--- src/rtl/zigzag_rle_if.sv ---
// +--------------------------------------------------------------------------+
// | zigzag_rle_if: block input and symbol output bundle for zigzag_rle.      |
// | Rev 1.0 - initial release                                               |
// +--------------------------------------------------------------------------+
`default_nettype none

interface zigzag_rle_if #(
  parameter int MCU_SIZE      = 8,
  parameter int QUAN_BITWIDTH = 12
);
  localparam int AMP_BITWIDTH = QUAN_BITWIDTH + 1;

  logic [MCU_SIZE-1:0][MCU_SIZE-1:0][QUAN_BITWIDTH-1:0] quan_data;
  logic                    in_valid;
  logic                    in_busy;
  logic                    dc_clear;
  logic                    out_valid;
  logic                    out_ready;
  logic [3:0]              out_run;
  logic [3:0]              out_size;
  logic [AMP_BITWIDTH-1:0] out_amp;
  logic                    out_is_dc;
  logic                    out_eob;

  modport master (
    output quan_data, in_valid, dc_clear, out_ready,
    input  in_busy, out_valid, out_run, out_size, out_amp, out_is_dc, out_eob
  );

  modport slave (
    input  quan_data, in_valid, dc_clear, out_ready,
    output in_busy, out_valid, out_run, out_size, out_amp, out_is_dc, out_eob
  );
endinterface

`default_nettype wire

--- src/rtl/zigzag_rle.sv ---
// +--------------------------------------------------------------------------+
// | zigzag_rle: zigzag readout, DC differencing and AC run-length symbols.   |
// | Rev 1.0 - initial release                                               |
// +--------------------------------------------------------------------------+
`default_nettype none

module zigzag_rle #(
  parameter int MCU_SIZE      = 8,
  parameter int QUAN_BITWIDTH = 12
) (
  input  logic         clk,
  input  logic         n_rst,
  zigzag_rle_if.slave  bus
);
  localparam int AMP_BITWIDTH = QUAN_BITWIDTH + 1;
  localparam int NCOEF        = MCU_SIZE * MCU_SIZE;

  typedef enum logic [1:0] {IDLE = 2'd0, DC = 2'd1, AC = 2'd2} state_t;

  function automatic int zz_raster(input int k);
    int r;
    int c;
    r = 0;
    c = 0;
    for (int s = 0; s < k; s++) begin
      if (((r + c) % 2) == 0) begin
        if (c == MCU_SIZE - 1) r++;
        else if (r == 0) c++;
        else begin r--; c++; end
      end else begin
        if (r == MCU_SIZE - 1) c++;
        else if (c == 0) r++;
        else begin r++; c--; end
      end
    end
    return r * MCU_SIZE + c;
  endfunction

  function automatic logic [3:0] cat_f(input logic signed [AMP_BITWIDTH-1:0] x);
    logic [AMP_BITWIDTH-1:0] mag;
    mag   = x[AMP_BITWIDTH-1] ? -x : x;
    cat_f = '0;
    for (int i = 0; i < AMP_BITWIDTH; i++)
      if (mag[i]) cat_f = 4'(i + 1);
  endfunction

  // Negative values are sent as ones' complement truncated to the category.
  function automatic logic [AMP_BITWIDTH-1:0] enc_f(input logic signed [AMP_BITWIDTH-1:0] x,
                                                    input logic [3:0] sz);
    logic [AMP_BITWIDTH-1:0] mask;
    mask  = ~({AMP_BITWIDTH{1'b1}} << sz);
    enc_f = x[AMP_BITWIDTH-1] ? ((x - AMP_BITWIDTH'(1)) & mask) : x;
  endfunction

  state_t                      state_q, state_d;
  logic [5:0]                  k_q, k_d;
  logic [5:0]                  zrun_q, zrun_d;
  logic [QUAN_BITWIDTH-1:0]    dc_pred_q, dc_pred_d;
  logic [AMP_BITWIDTH-1:0]     dc_diff_q, dc_diff_d;
  logic [QUAN_BITWIDTH-1:0]    buf_q [NCOEF];
  logic [QUAN_BITWIDTH-1:0]    w_zz  [NCOEF];

  logic                        w_valid, w_is_dc, w_eob;
  logic [3:0]                  w_run, w_size, w_coef_size, w_dc_size;
  logic [AMP_BITWIDTH-1:0]     w_amp, w_coef, w_q00;

  for (genvar g = 0; g < NCOEF; g++) begin : g_zz
    localparam int RASTER = zz_raster(g);
    assign w_zz[g] = bus.quan_data[RASTER / MCU_SIZE][RASTER % MCU_SIZE];
  end

  assign w_q00       = {w_zz[0][QUAN_BITWIDTH-1], w_zz[0]};
  assign w_coef      = {buf_q[k_q][QUAN_BITWIDTH-1], buf_q[k_q]};
  assign w_coef_size = cat_f(w_coef);
  assign w_dc_size   = cat_f(dc_diff_q);

  always_ff @(posedge clk) begin
    if (!n_rst) begin
      state_q   <= IDLE;
      k_q       <= '0;
      zrun_q    <= '0;
      dc_pred_q <= '0;
      dc_diff_q <= '0;
    end else begin
      state_q   <= state_d;
      k_q       <= k_d;
      zrun_q    <= zrun_d;
      dc_pred_q <= dc_pred_d;
      dc_diff_q <= dc_diff_d;
    end
  end

  always_ff @(posedge clk) begin
    if (state_q == IDLE && bus.in_valid) buf_q <= w_zz;
  end

  always_comb begin
    state_d   = state_q;
    k_d       = k_q;
    zrun_d    = zrun_q;
    dc_pred_d = dc_pred_q;
    dc_diff_d = dc_diff_q;
    w_valid   = 1'b0;
    w_run     = '0;
    w_size    = '0;
    w_amp     = '0;
    w_is_dc   = 1'b0;
    w_eob     = 1'b0;
    case (state_q)
      IDLE: begin
        if (bus.in_valid) begin
          // Difference is frozen at capture so a later dc_clear cannot disturb a stalled DC symbol.
          dc_diff_d = w_q00 - (bus.dc_clear ? '0 : {dc_pred_q[QUAN_BITWIDTH-1], dc_pred_q});
          state_d   = DC;
        end
      end
      DC: begin
        w_valid = 1'b1;
        w_is_dc = 1'b1;
        w_size  = w_dc_size;
        w_amp   = enc_f(dc_diff_q, w_dc_size);
        if (bus.out_ready) begin
          dc_pred_d = buf_q[0];
          k_d       = 6'd1;
          zrun_d    = '0;
          state_d   = AC;
        end
      end
      AC: begin
        if (w_coef == '0) begin
          if (k_q == 6'd63) begin
            w_valid = 1'b1;
            w_eob   = 1'b1;
            if (bus.out_ready) state_d = IDLE;
          end else begin
            zrun_d = zrun_q + 6'd1;
            k_d    = k_q + 6'd1;
          end
        end else if (zrun_q >= 6'd16) begin
          w_valid = 1'b1;
          w_run   = 4'd15;
          if (bus.out_ready) zrun_d = zrun_q - 6'd16;
        end else begin
          w_valid = 1'b1;
          w_run   = zrun_q[3:0];
          w_size  = w_coef_size;
          w_amp   = enc_f(w_coef, w_coef_size);
          if (bus.out_ready) begin
            zrun_d = '0;
            if (k_q == 6'd63) state_d = IDLE;
            else              k_d     = k_q + 6'd1;
          end
        end
      end
      default: state_d = IDLE;
    endcase
    if (bus.dc_clear) dc_pred_d = '0;
  end

  assign bus.in_busy   = (state_q != IDLE);
  assign bus.out_valid = w_valid;
  assign bus.out_run   = w_run;
  assign bus.out_size  = w_size;
  assign bus.out_amp   = w_amp;
  assign bus.out_is_dc = w_is_dc;
  assign bus.out_eob   = w_eob;

endmodule

`default_nettype wire

--- src/flat_wrapper.sv ---
// flat-port wrapper written by rule: the top's interface ports become plain ports
module zigzag_rle_flat 
#(
  parameter int MCU_SIZE      = 8,
  parameter int QUAN_BITWIDTH = 12
)
  (clk, n_rst, bus_quan_data, bus_in_valid, bus_dc_clear, bus_out_ready, bus_in_busy, bus_out_valid, bus_out_run, bus_out_size, bus_out_amp, bus_out_is_dc, bus_out_eob);
  zigzag_rle_if #(.MCU_SIZE(MCU_SIZE), .QUAN_BITWIDTH(QUAN_BITWIDTH)) bus_i ();
  input  logic clk;
  input  logic n_rst;
  input wire logic [$bits(bus_i.quan_data)-1:0] bus_quan_data;
  input wire logic [$bits(bus_i.in_valid)-1:0] bus_in_valid;
  input wire logic [$bits(bus_i.dc_clear)-1:0] bus_dc_clear;
  input wire logic [$bits(bus_i.out_ready)-1:0] bus_out_ready;
  output wire logic [$bits(bus_i.in_busy)-1:0] bus_in_busy;
  output wire logic [$bits(bus_i.out_valid)-1:0] bus_out_valid;
  output wire logic [$bits(bus_i.out_run)-1:0] bus_out_run;
  output wire logic [$bits(bus_i.out_size)-1:0] bus_out_size;
  output wire logic [$bits(bus_i.out_amp)-1:0] bus_out_amp;
  output wire logic [$bits(bus_i.out_is_dc)-1:0] bus_out_is_dc;
  output wire logic [$bits(bus_i.out_eob)-1:0] bus_out_eob;
  assign bus_i.quan_data = bus_quan_data;
  assign bus_i.in_valid = bus_in_valid;
  assign bus_i.dc_clear = bus_dc_clear;
  assign bus_i.out_ready = bus_out_ready;
  assign bus_in_busy = bus_i.in_busy;
  assign bus_out_valid = bus_i.out_valid;
  assign bus_out_run = bus_i.out_run;
  assign bus_out_size = bus_i.out_size;
  assign bus_out_amp = bus_i.out_amp;
  assign bus_out_is_dc = bus_i.out_is_dc;
  assign bus_out_eob = bus_i.out_eob;
  zigzag_rle #(.MCU_SIZE(MCU_SIZE), .QUAN_BITWIDTH(QUAN_BITWIDTH)) u_core (.clk(clk), .n_rst(n_rst), .bus(bus_i));
endmodule
--- config.mk ---
export PLATFORM = sky130hd
export DESIGN_NAME = zigzag_rle_flat
export DESIGN_NICKNAME = d
export VERILOG_FILES = /design/src/rtl/zigzag_rle_if.sv /design/src/rtl/zigzag_rle.sv /design/src/flat_wrapper.sv
export SDC_FILE = /design/constraint.sdc
export NUM_CORES = 1
export LEC_CHECK = 0
export ABC_AREA = 1
export CAP_MARGIN = 20
export CORE_AREA = 2 2 314 316
export CTS_CLUSTER_SIZE = 24
export DETAILED_ROUTE_END_ITERATION = 10
export DIE_AREA = 0 0 316 318
export PLACE_DENSITY = 0.62
export SYNTH_ARGS = -nofsm -noshare
export SYNTH_HDL_FRONTEND = slang
export SYNTH_SLANG_ARGS = --single-unit
--- constraint.sdc ---
create_clock -name clk -period 44.1 [get_ports clk]
set_clock_uncertainty 0.15 [all_clocks]
set_input_delay 6.615 -clock clk [delete_from_list [all_inputs] [get_ports clk]]
set_output_delay 6.615 -clock clk [all_outputs]
set_load 0.02 [all_outputs]
==> reports/summary.md <==
The number of global-route vias before repair was 26200. Once the floorplan was initialized, standard cells occupied 36.0% of the core. Launch point of the critical path: u_core.k_q[0]$_SDFFE_PN0P_. In this run the standard cell core region covers 0.0974 sq mm. The met3 capacity usage during global routing came out at 4.90%. The first global-routing pass estimated 179000 um of wire. TritonCTS built the clock tree. Entering global routing, the biggest net connects 194 pins. Setup violations remaining at the end of the flow were counted as 0.

Setup repair after global routing left no endpoint under its margin. A synthesized cell averages 10.9 sq um. CTS placed an instance of sky130_fd_sc_hd__clkbuf_16 at the clock tree root. In this run the number of H-tree levels came out at 3. The die height was 318 um. The run gives 88900 um as the half-perimeter wire length after placement.

Row generation in the floorplan step produced 115 rows. The tools report the number of hold violations in the final report as 0. During I/O placement, the number of pins put on the boundary was 798. The run gives 32.3% as the met1 demand-to-capacity share in global routing. In the routed design, unresolved DRC markers number 0. Counting along the longest clock path gives a buffer depth of 3. The period utilization was 31.4%.

Sorting the synthesized cells by how often they occur yields sky130_fd_sc_hd__edfxtp_1, sky130_fd_sc_hd__nand2_1, sky130_fd_sc_hd__nor2_1. Using the TritonRoute via totals, the vias-per-cell ratio works out to 5.01. The most utilized layer in the global route result was met2.

The arrival time at the worst endpoint is 7.09 ns. The floorplan die width works out to 316 um. At the pin with the least slew margin, the transition time is 1.34 ns.

The total setup buffers inserted after CTS came out at 0. The setup path with the least slack is of type flip-flop to output pin. When the netlist entered floorplanning its net count stood at 4004. The number of distinct library cells after synthesis came out at 49. The run gives 2836 as the violation count after the first detailed-routing iteration.

For met2 alone, demand over resource in global routing was 40.0%. Number of instances resized during post-cts repair: 0. Cell depth of the worst flop-to-flop path: 17. VDD sags by at most 0.0000488 V. Buffers inserted to repair hold after CTS numbered 0. Synthesis inferred 807 register bits. The number of cells traversed by the worst hold path was 2. The worst setup path is captured at an output pin. Summed over all failing endpoints, the final setup total negative slack is 0 ns. The floorplan step defined a die boundary enclosing 0.100 sq mm. Leading area contributor after synthesis: sky130_fd_sc_hd__edfxtp_1. The run gives 0.883 as the global placer's final weighted congestion. Of all flip-flops after synthesis, the portion carrying an async set or reset was 0%. The Yosys step of the flow raised 0 warnings. Remaining global-route overflow: 0.

In this run the worst path has a maximum fanout of 185. The detail route stage leaves a number of antenna-violating nets equal to 0. In the final routed layout, each cell accounts on average for 23.7 um. The most used standard cell by instance count after synthesis is sky130_fd_sc_hd__edfxtp_1. Terminus of the critical flop-to-flop path: u_core.k_q[0]$_SDFFE_PN0P_. STA classifies the critical path startpoint as a flip-flop. Power spread over the standard cell area amounts to 56.5 mW/mm^2.

The worst pin sits at a relative slew slack of 10.5%. Counting the buffers created by CTS gives 92. In this run the worst hold path is classified as flip-flop to flip-flop. The launch point of the worst reg-to-reg path is u_core.k_q[0]$_SDFFE_PN0P_. The run gives 24.6% as the overall global routing resource usage. The clock net in this run drives a total of 807 sinks. Counting the fill cells in the layout gives 8801. The routed design has 127000 um of wire. The number of synthesized flops with an enable pin is 768, and the ratio of cells with drive above 1 in the final layout is 5.00%.

The routed design could run at a clock period as short as 13.85 ns. The run gives 37.33 ns as the required arrival time at the worst endpoint. Clock-pin slew was measured on the worst setup and hold paths at 0.06 ns. The total number of nets in the final design is 4744, and the area growth from synthesis to final layout is 34.2%.

The top cell type's share of synthesized area was 65.8%; the part of the Yosys area used for sequential elements was 68.1%. Summing all non-filler instances in the final layout gives an area of 0.0470 sq mm. The primary flip-flop cell chosen by synthesis mapping was sky130_fd_sc_hd__edfxtp_1. The first-pass iteration count of the detailed router is 5, and the clock latency on the worst-skew pair is 0.68 ns.

The analysis attributes to cell leakage a power of 17.2 nW. The achievable frequency was 0.0722 GHz. Summing internal, switching and leakage power gives 0.00266 W. The run finished with clean final reports. For the internal reg-to-reg setup slack, the log shows 37.81 ns. Sorting the synthesized cells by area gives the leading types as sky130_fd_sc_hd__edfxtp_1, sky130_fd_sc_hd__nand2_1, sky130_fd_sc_hd__nand3_1.

The tool flagged a number of max-cap violations equal to 0. Once placement finished, the instance area stood at 0.0438 sq mm. The run gives 0 as the number of pins exceeding their max-slew limit in the final report. The number of port buffers came out at 796. The routed layout has 26800 vias. After synthesis the cells add up to 0.0350 sq mm.

The tools report the capture point of the critical path as bus_out_amp[2]. The initial antenna violation count is 51, and the number of cells produced by synthesis is 3209. Once layout is complete, the utilization of the core stands at 48.3%.
cell families (layout without fill, tap and decap cells):
kind of cell,after synthesis,count (layout),synth area share (%)
and+or+nand+nor,1567,1567,18.7
DFF,807,807,68.1
AOI/OAI and AO/OA,464,464,7.09
buffers and inverters,321,1132,4.67
xor gates and xnor gates,27,27,0.675
adders and majority gates,22,22,0.807
other,1,40,0.0107
where the power goes:
group | internal [W] | total (W) | switching (W)
registers | 0.00105 | 0.00112 | 0.0000671
logic | 0.000234 | 0.000742 | 0.000508
clock network | 0.000474 | 0.000792 | 0.000318
total | 0.00176 | 0.00266 | 0.000893
placed cells by master (no fill, tap or decap), types with 8 or more instances in the layout:
cell type                           n
sky130_fd_sc_hd__nor3_1            14
sky130_fd_sc_hd__nand3_1          344
sky130_fd_sc_hd__a31oi_1           10
sky130_fd_sc_hd__buf_4             21
sky130_fd_sc_hd__clkinv_1          24
sky130_fd_sc_hd__clkdlybuf4s50_1  796
sky130_fd_sc_hd__inv_1            127
sky130_fd_sc_hd__o211ai_1          34
sky130_fd_sc_hd__diode_2           39
sky130_fd_sc_hd__o21ai_1           23
sky130_fd_sc_hd__clkinv_2          10
sky130_fd_sc_hd__nand4_1            8
sky130_fd_sc_hd__a21oi_1          108
sky130_fd_sc_hd__nor2_1           450
sky130_fd_sc_hd__dfxtp_1           35
sky130_fd_sc_hd__o21ai_0          263
sky130_fd_sc_hd__clkbuf_16         93
sky130_fd_sc_hd__clkbuf_1          18
sky130_fd_sc_hd__bufinv_16         15
sky130_fd_sc_hd__o22ai_1            9
sky130_fd_sc_hd__inv_2             11
sky130_fd_sc_hd__edfxtp_1         768
sky130_fd_sc_hd__nand2_1          710
sky130_fd_sc_hd__ha_1              21
sky130_fd_sc_hd__xor2_1            23
routing by layer:
| layer | vias to the layer above | wire length [um] |
|---|---|---|
| met1 | 12900 | 52800 |
| met4 | 24 | 3570 |
| li1 | 12700 | - |
| met2 | 1020 | 61600 |
| met3 | 196 | 8810 |
| met5 | - | 167 |
sequential cells by signal, summed over array words and instances (netlist names):
signal,count
u_core.buf_q,768
u_core.dc_diff_q,13
u_core.state_q,2
u_core.zrun_q,6
u_core.k_q,6
u_core.dc_pred_q,12
worst min-delay path by stage:
stage	start	to
2_1_floorplan	u_core.dc_pred_q[0]$_SDFFE_PP0P_	u_core.dc_pred_q[0]$_SDFFE_PP0P_
3_3_place_gp	u_core.dc_pred_q[1]$_SDFFE_PP0P_	u_core.dc_pred_q[1]$_SDFFE_PP0P_
3_5_place_dp	u_core.dc_pred_q[1]$_SDFFE_PP0P_	u_core.dc_pred_q[1]$_SDFFE_PP0P_
4_1_cts	u_core.dc_pred_q[1]$_SDFFE_PP0P_	u_core.dc_pred_q[1]$_SDFFE_PP0P_
5_1_grt	u_core.dc_pred_q[1]$_SDFFE_PP0P_	u_core.dc_pred_q[1]$_SDFFE_PP0P_
6_report	u_core.dc_pred_q[1]$_SDFFE_PP0P_	u_core.dc_pred_q[1]$_SDFFE_PP0P_
critical path, stage by stage (launching register included):
cell and delay, ns:
sky130_fd_sc_hd__dfxtp_4 0.93, sky130_fd_sc_hd__clkinv_8 0.67, sky130_fd_sc_hd__buf_12 0.49, sky130_fd_sc_hd__nand2_1 0.19, sky130_fd_sc_hd__nand3_1 0.08, sky130_fd_sc_hd__nand3_1 0.10, sky130_fd_sc_hd__nand2_1 0.06, sky130_fd_sc_hd__a21oi_1 0.55
sky130_fd_sc_hd__nand2_1 0.12, sky130_fd_sc_hd__nand3_1 0.13, sky130_fd_sc_hd__nand2_2 0.10, sky130_fd_sc_hd__inv_2 0.13, sky130_fd_sc_hd__ha_1 0.18, sky130_fd_sc_hd__inv_1 0.06, sky130_fd_sc_hd__nor3_2 0.40, sky130_fd_sc_hd__nand3_1 0.16
sky130_fd_sc_hd__nand3_1 0.12, sky130_fd_sc_hd__nand2_1 0.10, sky130_fd_sc_hd__nand3_1 0.10, sky130_fd_sc_hd__nand2_1 0.10, sky130_fd_sc_hd__a21oi_2 0.19, sky130_fd_sc_hd__nand2_1 0.11, sky130_fd_sc_hd__nand2_1 0.07, sky130_fd_sc_hd__nand2_1 0.05
sky130_fd_sc_hd__nand2_1 0.05, sky130_fd_sc_hd__nand2_1 0.06, sky130_fd_sc_hd__a21oi_1 0.14, sky130_fd_sc_hd__clkdlybuf4s50_1 0.64
cell type report:
type	instances	area, sq um	area share, %
Tap cell	1287	1610	3.42
Clock buffer	111	2390	5.09
Inverter	144	567	1.21
Timing Repair Buffer	823	8250	17.6
Clock inverter	54	688	1.46
Sequential cell	807	23900	50.7
Antenna cell	39	97.6	0.208
Multi-Input combinational cell	2081	9550	20.3
through the flow:
stage               hold WS (ns)  worst slack, ns  cells
finish                     0.307            30.25   5346
global route               0.327            29.77   5342
CTS                        0.306            30.27   5306
detailed placement         0.298            31.03   5141
global placement           0.295            31.08   5141
floorplan                  0.280            13.56   3209
Note: power is estimated with default switching activity, not from simulation.
